--- config.mk ---
export PLATFORM = sky130hd
export DESIGN_NAME = sdram_pll_supervisor
export DESIGN_NICKNAME = d
export VERILOG_FILES = /design/src/rtl/sdram_pkg.sv /design/src/rtl/sync_2ff.sv /design/src/rtl/sdram_pll_supervisor.sv
export SDC_FILE = /design/constraint.sdc
export NUM_CORES = 1
export LEC_CHECK = 0
export ABC_AREA = 1
export CAP_MARGIN = 20
export CORE_ASPECT_RATIO = 0.8
export CORE_MARGIN = 2
export CORE_UTILIZATION = 47
export CTS_CLUSTER_SIZE = 14
export DETAILED_ROUTE_END_ITERATION = 8
export PLACE_DENSITY = 0.74
export SETUP_SLACK_MARGIN = 0.5
export SLEW_MARGIN = 30
export SYNTH_ARGS = -nofsm -noshare
export SYNTH_HDL_FRONTEND = slang
export SYNTH_SLANG_ARGS = --single-unit
--- constraint.sdc ---
create_clock -name clk -period 2 [get_ports clk]
set_clock_uncertainty 0.2 [all_clocks]
set_input_delay 0.6 -clock clk [delete_from_list [all_inputs] [get_ports clk]]
set_output_delay 0.6 -clock clk [all_outputs]
set_load 0.02 [all_outputs]
--- src/rtl/sdram_pkg.sv ---
// Shared definitions for the SDRAM clocking/bring-up path: supervisor FSM
// state encodings and elaboration-time sizing helpers.
package sdram_pkg;

  typedef enum logic [2:0] {
    ST_WAIT_LOCK = 3'd0,
    ST_POWERUP   = 3'd1,
    ST_INIT_REQ  = 3'd2,
    ST_INIT_WAIT = 3'd3,
    ST_READY     = 3'd4,
    ST_ERROR     = 3'd5
  } sdram_state_e;

  // Ceiling log2; clog2(0) = clog2(1) = 0.
  function automatic int unsigned clog2(input int unsigned value);
    int unsigned     result;
    longint unsigned span;
    result = 0;
    span   = 1;
    while (span < longint'(value)) begin
      span   = span << 1;
      result = result + 1;
    end
    return result;
  endfunction

  // Number of clk cycles covering the SDRAM power-up stable-clock wait.
  function automatic int unsigned powerup_cycles(input int unsigned clk_hz,
                                                 input int unsigned wait_us);
    return (clk_hz / 1000000) * wait_us;
  endfunction

  function automatic int unsigned max3(input int unsigned a,
                                       input int unsigned b,
                                       input int unsigned c);
    int unsigned m;
    m = a;
    if (b > m) m = b;
    if (c > m) m = c;
    return m;
  endfunction

endpackage

--- src/rtl/sync_2ff.sv ---
// Generic two-flop synchronizer for level signals crossing into clk_i.
module sync_2ff #(
  parameter int unsigned WIDTH = 1
) (
  input  logic             clk_i,
  input  logic             rst_ni,
  input  logic [WIDTH-1:0] d_i,
  output logic [WIDTH-1:0] q_o
);

  logic [WIDTH-1:0] meta_q;
  logic [WIDTH-1:0] sync_q;

  // Two back-to-back flops; the first may go metastable, the second settles.
  always_ff @(posedge clk_i or negedge rst_ni) begin
    if (!rst_ni) begin
      meta_q <= '0;
      sync_q <= '0;
    end else begin
      meta_q <= d_i;
      sync_q <= meta_q;
    end
  end

  assign q_o = sync_q;

endmodule

--- src/rtl/sdram_pll_supervisor.sv ---
// Turns PLL lock status into an SDRAM controller bring-up sequence:
// lock debounce, power-up wait, init handshake with timeout, and lock-loss
// recovery with event counting.
module sdram_pll_supervisor
  import sdram_pkg::*;
#(
  parameter int unsigned CLK_FREQ_HZ         = 100000000,
  parameter int unsigned POWERUP_US          = 100,
  parameter int unsigned LOCK_STABLE_CYCLES  = 256,
  parameter int unsigned INIT_TIMEOUT_CYCLES = 65535
) (
  input  logic       clk,
  input  logic       rst,
  input  logic       pll_locked,
  input  logic       init_done,
  output logic       ctrl_rst,
  output logic       init_start,
  output logic       ready,
  output logic       lock_lost,
  output logic       init_error,
  output logic [7:0] relock_count,
  output logic [2:0] state
);

  localparam int unsigned POWERUP_CYCLES = powerup_cycles(CLK_FREQ_HZ, POWERUP_US);
  localparam int unsigned CNT_MAX = max3(POWERUP_CYCLES, LOCK_STABLE_CYCLES,
                                         INIT_TIMEOUT_CYCLES);
  localparam int unsigned CNT_W   = clog2(CNT_MAX) + 1;

  localparam logic [CNT_W-1:0] LOCK_LAST    = CNT_W'(LOCK_STABLE_CYCLES - 1);
  localparam logic [CNT_W-1:0] POWERUP_LAST = CNT_W'(POWERUP_CYCLES - 1);
  localparam logic [CNT_W-1:0] TIMEOUT_LAST = CNT_W'(INIT_TIMEOUT_CYCLES - 1);
  localparam logic [CNT_W-1:0] CNT_ONE      = CNT_W'(1);

  logic lk_s;

  sync_2ff #(
    .WIDTH(1)
  ) u_lock_sync (
    .clk_i (clk),
    .rst_ni(rst),
    .d_i   (pll_locked),
    .q_o   (lk_s)
  );

  sdram_state_e     state_q, state_d;
  logic [CNT_W-1:0] cnt_q, cnt_d;
  logic             ctrl_rst_q, ctrl_rst_d;
  logic             init_start_q, init_start_d;
  logic             ready_q, ready_d;
  logic             lock_lost_q, lock_lost_d;
  logic             init_error_q, init_error_d;
  logic [7:0]       relock_q, relock_d;

  // State, shared counter and all registered outputs.
  always_ff @(posedge clk or negedge rst) begin
    if (!rst) begin
      state_q      <= ST_WAIT_LOCK;
      cnt_q        <= '0;
      ctrl_rst_q   <= 1'b1;
      init_start_q <= 1'b0;
      ready_q      <= 1'b0;
      lock_lost_q  <= 1'b0;
      init_error_q <= 1'b0;
      relock_q     <= '0;
    end else begin
      state_q      <= state_d;
      cnt_q        <= cnt_d;
      ctrl_rst_q   <= ctrl_rst_d;
      init_start_q <= init_start_d;
      ready_q      <= ready_d;
      lock_lost_q  <= lock_lost_d;
      init_error_q <= init_error_d;
      relock_q     <= relock_d;
    end
  end

  // Next state; lock loss overrides every in-state decision. Outputs are
  // decoded from the next state so the registered copies line up with state_q.
  always_comb begin
    state_d      = state_q;
    cnt_d        = cnt_q;
    lock_lost_d  = lock_lost_q;
    init_error_d = init_error_q;
    relock_d     = relock_q;

    if ((state_q != ST_WAIT_LOCK) && !lk_s) begin
      state_d = ST_WAIT_LOCK;
      cnt_d   = '0;
      if (relock_q != 8'hFF) relock_d = relock_q + 8'd1;
      if (state_q == ST_READY) lock_lost_d = 1'b1;
    end else begin
      case (state_q)
        ST_WAIT_LOCK: begin
          if (!lk_s) begin
            cnt_d = '0;
          end else if (cnt_q == LOCK_LAST) begin
            state_d = ST_POWERUP;
            cnt_d   = '0;
          end else begin
            cnt_d = cnt_q + CNT_ONE;
          end
        end
        ST_POWERUP: begin
          if (cnt_q == POWERUP_LAST) begin
            state_d = ST_INIT_REQ;
            cnt_d   = '0;
          end else begin
            cnt_d = cnt_q + CNT_ONE;
          end
        end
        ST_INIT_REQ: begin
          state_d = ST_INIT_WAIT;
          cnt_d   = '0;
        end
        ST_INIT_WAIT: begin
          if (init_done) begin
            state_d = ST_READY;
          end else if (cnt_q == TIMEOUT_LAST) begin
            state_d      = ST_ERROR;
            init_error_d = 1'b1;
          end else begin
            cnt_d = cnt_q + CNT_ONE;
          end
        end
        ST_READY: begin
          state_d = ST_READY;
        end
        ST_ERROR: begin
          state_d = ST_ERROR;
        end
        default: begin
          state_d = ST_WAIT_LOCK;
          cnt_d   = '0;
        end
      endcase
    end

    ctrl_rst_d   = (state_d == ST_WAIT_LOCK) || (state_d == ST_POWERUP) ||
                   (state_d == ST_ERROR);
    init_start_d = (state_d == ST_INIT_REQ);
    ready_d      = (state_d == ST_READY);
  end

  assign ctrl_rst     = ctrl_rst_q;
  assign init_start   = init_start_q;
  assign ready        = ready_q;
  assign lock_lost    = lock_lost_q;
  assign init_error   = init_error_q;
  assign relock_count = relock_q;
  assign state        = state_q;

endmodule

==> flow_summary.ini <==
[run_status]
status = finished, final reports clean

[layout]
mostFrequentLayoutCell = nand2_1
fill_cells = 351
most-common-layout-cells = nand2_1 (78), buf_4 (39), nor2_1 (30)
fin_cells = 425
syn2layout_area_growth_pct = 44.76
num_antenna_cells = 0
drive_gt1_frac = 0.4219
utilization = 0.6965
nets = 372

[placement]
hpwl_mm = 3.912
dp.cells = 381
port_buffers = 19
gp_congestion = 0.9522

[timing]
rsz0062_at_grt = true
period_minus_slack_ns = 1.933
hold_viol = 0
fmax_mhz = 517.4
fin_crit_sh = 0.9663
drv_slew = 0
max_slew_margin = 0.7039
tightest_slew_ns = 0.4442
finalSetupTns_ns = 0
setup_viol = 0

[setup_path]
cp_slowest_stage_delay_ns = 0.43
critPathSlowestCell = dfrtp_2
reg2reg_to = state[0]
cp_num_buf_inv = 3
required_ns = 1.99
end_kind = register
path_cells = inv_2, nand3_1, nor2_1, nor3_1, nand2_1, nor2_2, inv_1, nand2_1, inv_1
reg2reg_from = state[2]
crit_type = register to register
critPathLaunchType = register
r2r_setup_slack_ns = 0.07
crit_fanout = 4
crit_arrival_ns = 1.92
path_delay_family = simple AND/OR/NAND/NOR gates
reg2reg_depth = 9

[drt]
avgRoutedWirePerCell_um = 14.66
vias = 2220
wl_mm = 6.230
drt-initial-drc-count = 250
maxUsedRoutingLayer = met4
postRouteAntennaNets = 0
wl_met2_mm = 2.945
avgViaCountPerCell = 5.224
dr_wl_met3_um = 408
drc_errors = 0
drtPass1Iterations = 5
drt-met1-wl_mm = 2.729

[global_route]
grt_first_pass_wirelength_mm = 9.839
grt_max_degree = 36
antenna_found_initial = 0
overflow = 0
grt.total_usage = 0.2475
grt_pass1_vias = 2049

[synthesis]
syn_area_mm2 = 0.002172
synth_warnings = 0
netlist_top_cells_area = dfrtp_1 (39%), nand2_1 (17%), nor2_1 (7.3%)
yosysTopAreaCellShare = 0.3917
synth_flop_cell = dfrtp_1
avgSynthCellArea_um2 = 7.388
netlist_instances = 294
ys_types = 31
ys_seq_area_frac = 0.4038
synth_seq_cells = 35
synth_largest_area_cell = dfrtp_1
synth_edf_count = 0
synthArstFlopShare = 1.000
synth_nets = 301

[hold_path]
hp-class = input pin to asynchronous set/reset pin

[run]
cap_viol_max_count = 0

[clock_network]
clockRootBuffer = clkbuf_8
cts_hold_buf = 0
cts.sinks = 35
cts.clk_slew.worst_paths_ns = 0.07
clock_path_buffers = 2
cts_tree = done
numCtsBuffers = 5
h-tree-depth = 2
clk_latency_ns = 0.30

[power]
seq_power_share = 0.545
switching_share = 0.2354
peakVddDrop_mv = 0.4197
p_per_area_mw_per_mm2 = 423.4
p_int_w = 0.001018
p_comb_frac = 0.059
p_sw_w = 0.0003133
p_leak_nw = 1.577
clkPwrFrac = 0.396

[floorplan]
io_pins = 20
die_w_um = 80.01
rows = 22
coreArea_mm2 = 0.004514
die_height_um = 64.81
initial_utilization = 0.4812
dieArea_mm2 = 0.005185
flip-flops by register name, indices dropped and copies added, names as in the netlist:
name / cells
u_lock_sync.q_o: 1
cnt_q: 17
init_start: 1
relock_count: 8
u_lock_sync.meta_q: 1
ready: 1
init_error: 1
state: 3
ctrl_rst: 1
lock_lost: 1
worst max-delay path by stage:
stage                         start          to  slack [ns]  cells past startpoint
after CTS                  cnt_q[1]   cnt_q[14]        0.22                     11
after detailed placement  init_done  init_start       -0.07                      7
final                      state[2]    state[0]        0.07                      9
after global placement    init_done    state[0]      -0.006                      8
after floorplan            cnt_q[0]    cnt_q[1]        0.33                     11
after global routing       state[2]    state[0]       -0.03                      9
cells in the mapped netlist, types with 2 or more instances:
| library cell | number |
|---|---|
| inv_1 | 33 |
| nor2_1 | 42 |
| o21bai_1 | 3 |
| mux2_2 | 2 |
| xnor2_1 | 7 |
| inv_2 | 3 |
| nand3_2 | 3 |
| o21ai_0 | 5 |
| ha_1 | 3 |
| nand3_1 | 18 |
| nand4_1 | 10 |
| nand2_2 | 3 |
| o211ai_1 | 2 |
| dfrtp_1 | 34 |
| nor2_4 | 3 |
| xor2_1 | 9 |
| nor3_1 | 4 |
| buf_2 | 2 |
| nand2_1 | 96 |
kinds of logic (layout without fill, tap and decap cells):
kind of cell             after synthesis  in the layout  share of synthesized area
flip-flops                            35             35                     0.4038
adder cells (fa/ha/maj)                3              3                    0.01728
multiplexers                           2              2                    0.01037
XOR/XNOR                              16             16                    0.06452
buffers and inverters                 40            110                    0.07603
AND/OR/NAND/NOR                      185            186                     0.3883
AO/OA/AOI/OAI                         13             13                    0.03974
metal layers:
metal / vias to the layer above / global-route usage
li1: 1064 / -
met1: 1044 / 0.3504
met2: 95 / 0.3792
met3: 17 / 0.05432
met4: 0 / 0.07415
met5: - / 0
power groups by stage:
| stage | logic (W) | registers (W) | clock network (W) |
|---|---|---|---|
| 2_1_floorplan | 0.0000285 | 0.000738 | 0 |
| 3_3_place_gp | 0.0000587 | 0.000739 | 0 |
| 3_5_place_dp | 0.0000602 | 0.000739 | 0 |
| 4_1_cts | 0.0000756 | 0.000725 | 0.000528 |
| 5_1_grt | 0.0000874 | 0.000726 | 0.000563 |
| 6_report | 0.0000784 | 0.000725 | 0.000528 |
repair_timing:
item	4_1_cts	5_1_grt
gates resized for setup	130	22
cloned	2	0
endpoints found under the hold margin	0	0
pin swaps	17	17
endpoints found under the setup margin	48	48
buffers inserted	23	12
final cells by class:
cell class | count | area [um^2] | area share
Clock buffer | 6 | 82.58 | 0.02626
Clock inverter | 1 | 5.005 | 0.001592
Inverter | 36 | 137.6 | 0.04377
Multi-Input combinational cell | 220 | 1341 | 0.4266
Sequential cell | 35 | 895.9 | 0.2849
Tap cell | 60 | 75.07 | 0.02388
Timing Repair Buffer | 67 | 606.8 | 0.1930
through the flow:
step                total power, W  instance area, um^2  worst slack, ns  hold slack (ns)
floorplan                0.0007666                 2271           0.3263           0.1044
global placement         0.0007972                 2591        -0.005664           0.1346
detailed placement       0.0007993                 2591         -0.06508           0.1371
CTS                       0.001328                 2988           0.2151           0.1527
global route              0.001376                 3144         -0.02658           0.1731
finish                    0.001331                 3144          0.06731           0.1386
Note: power is estimated with default switching activity, not from simulation.
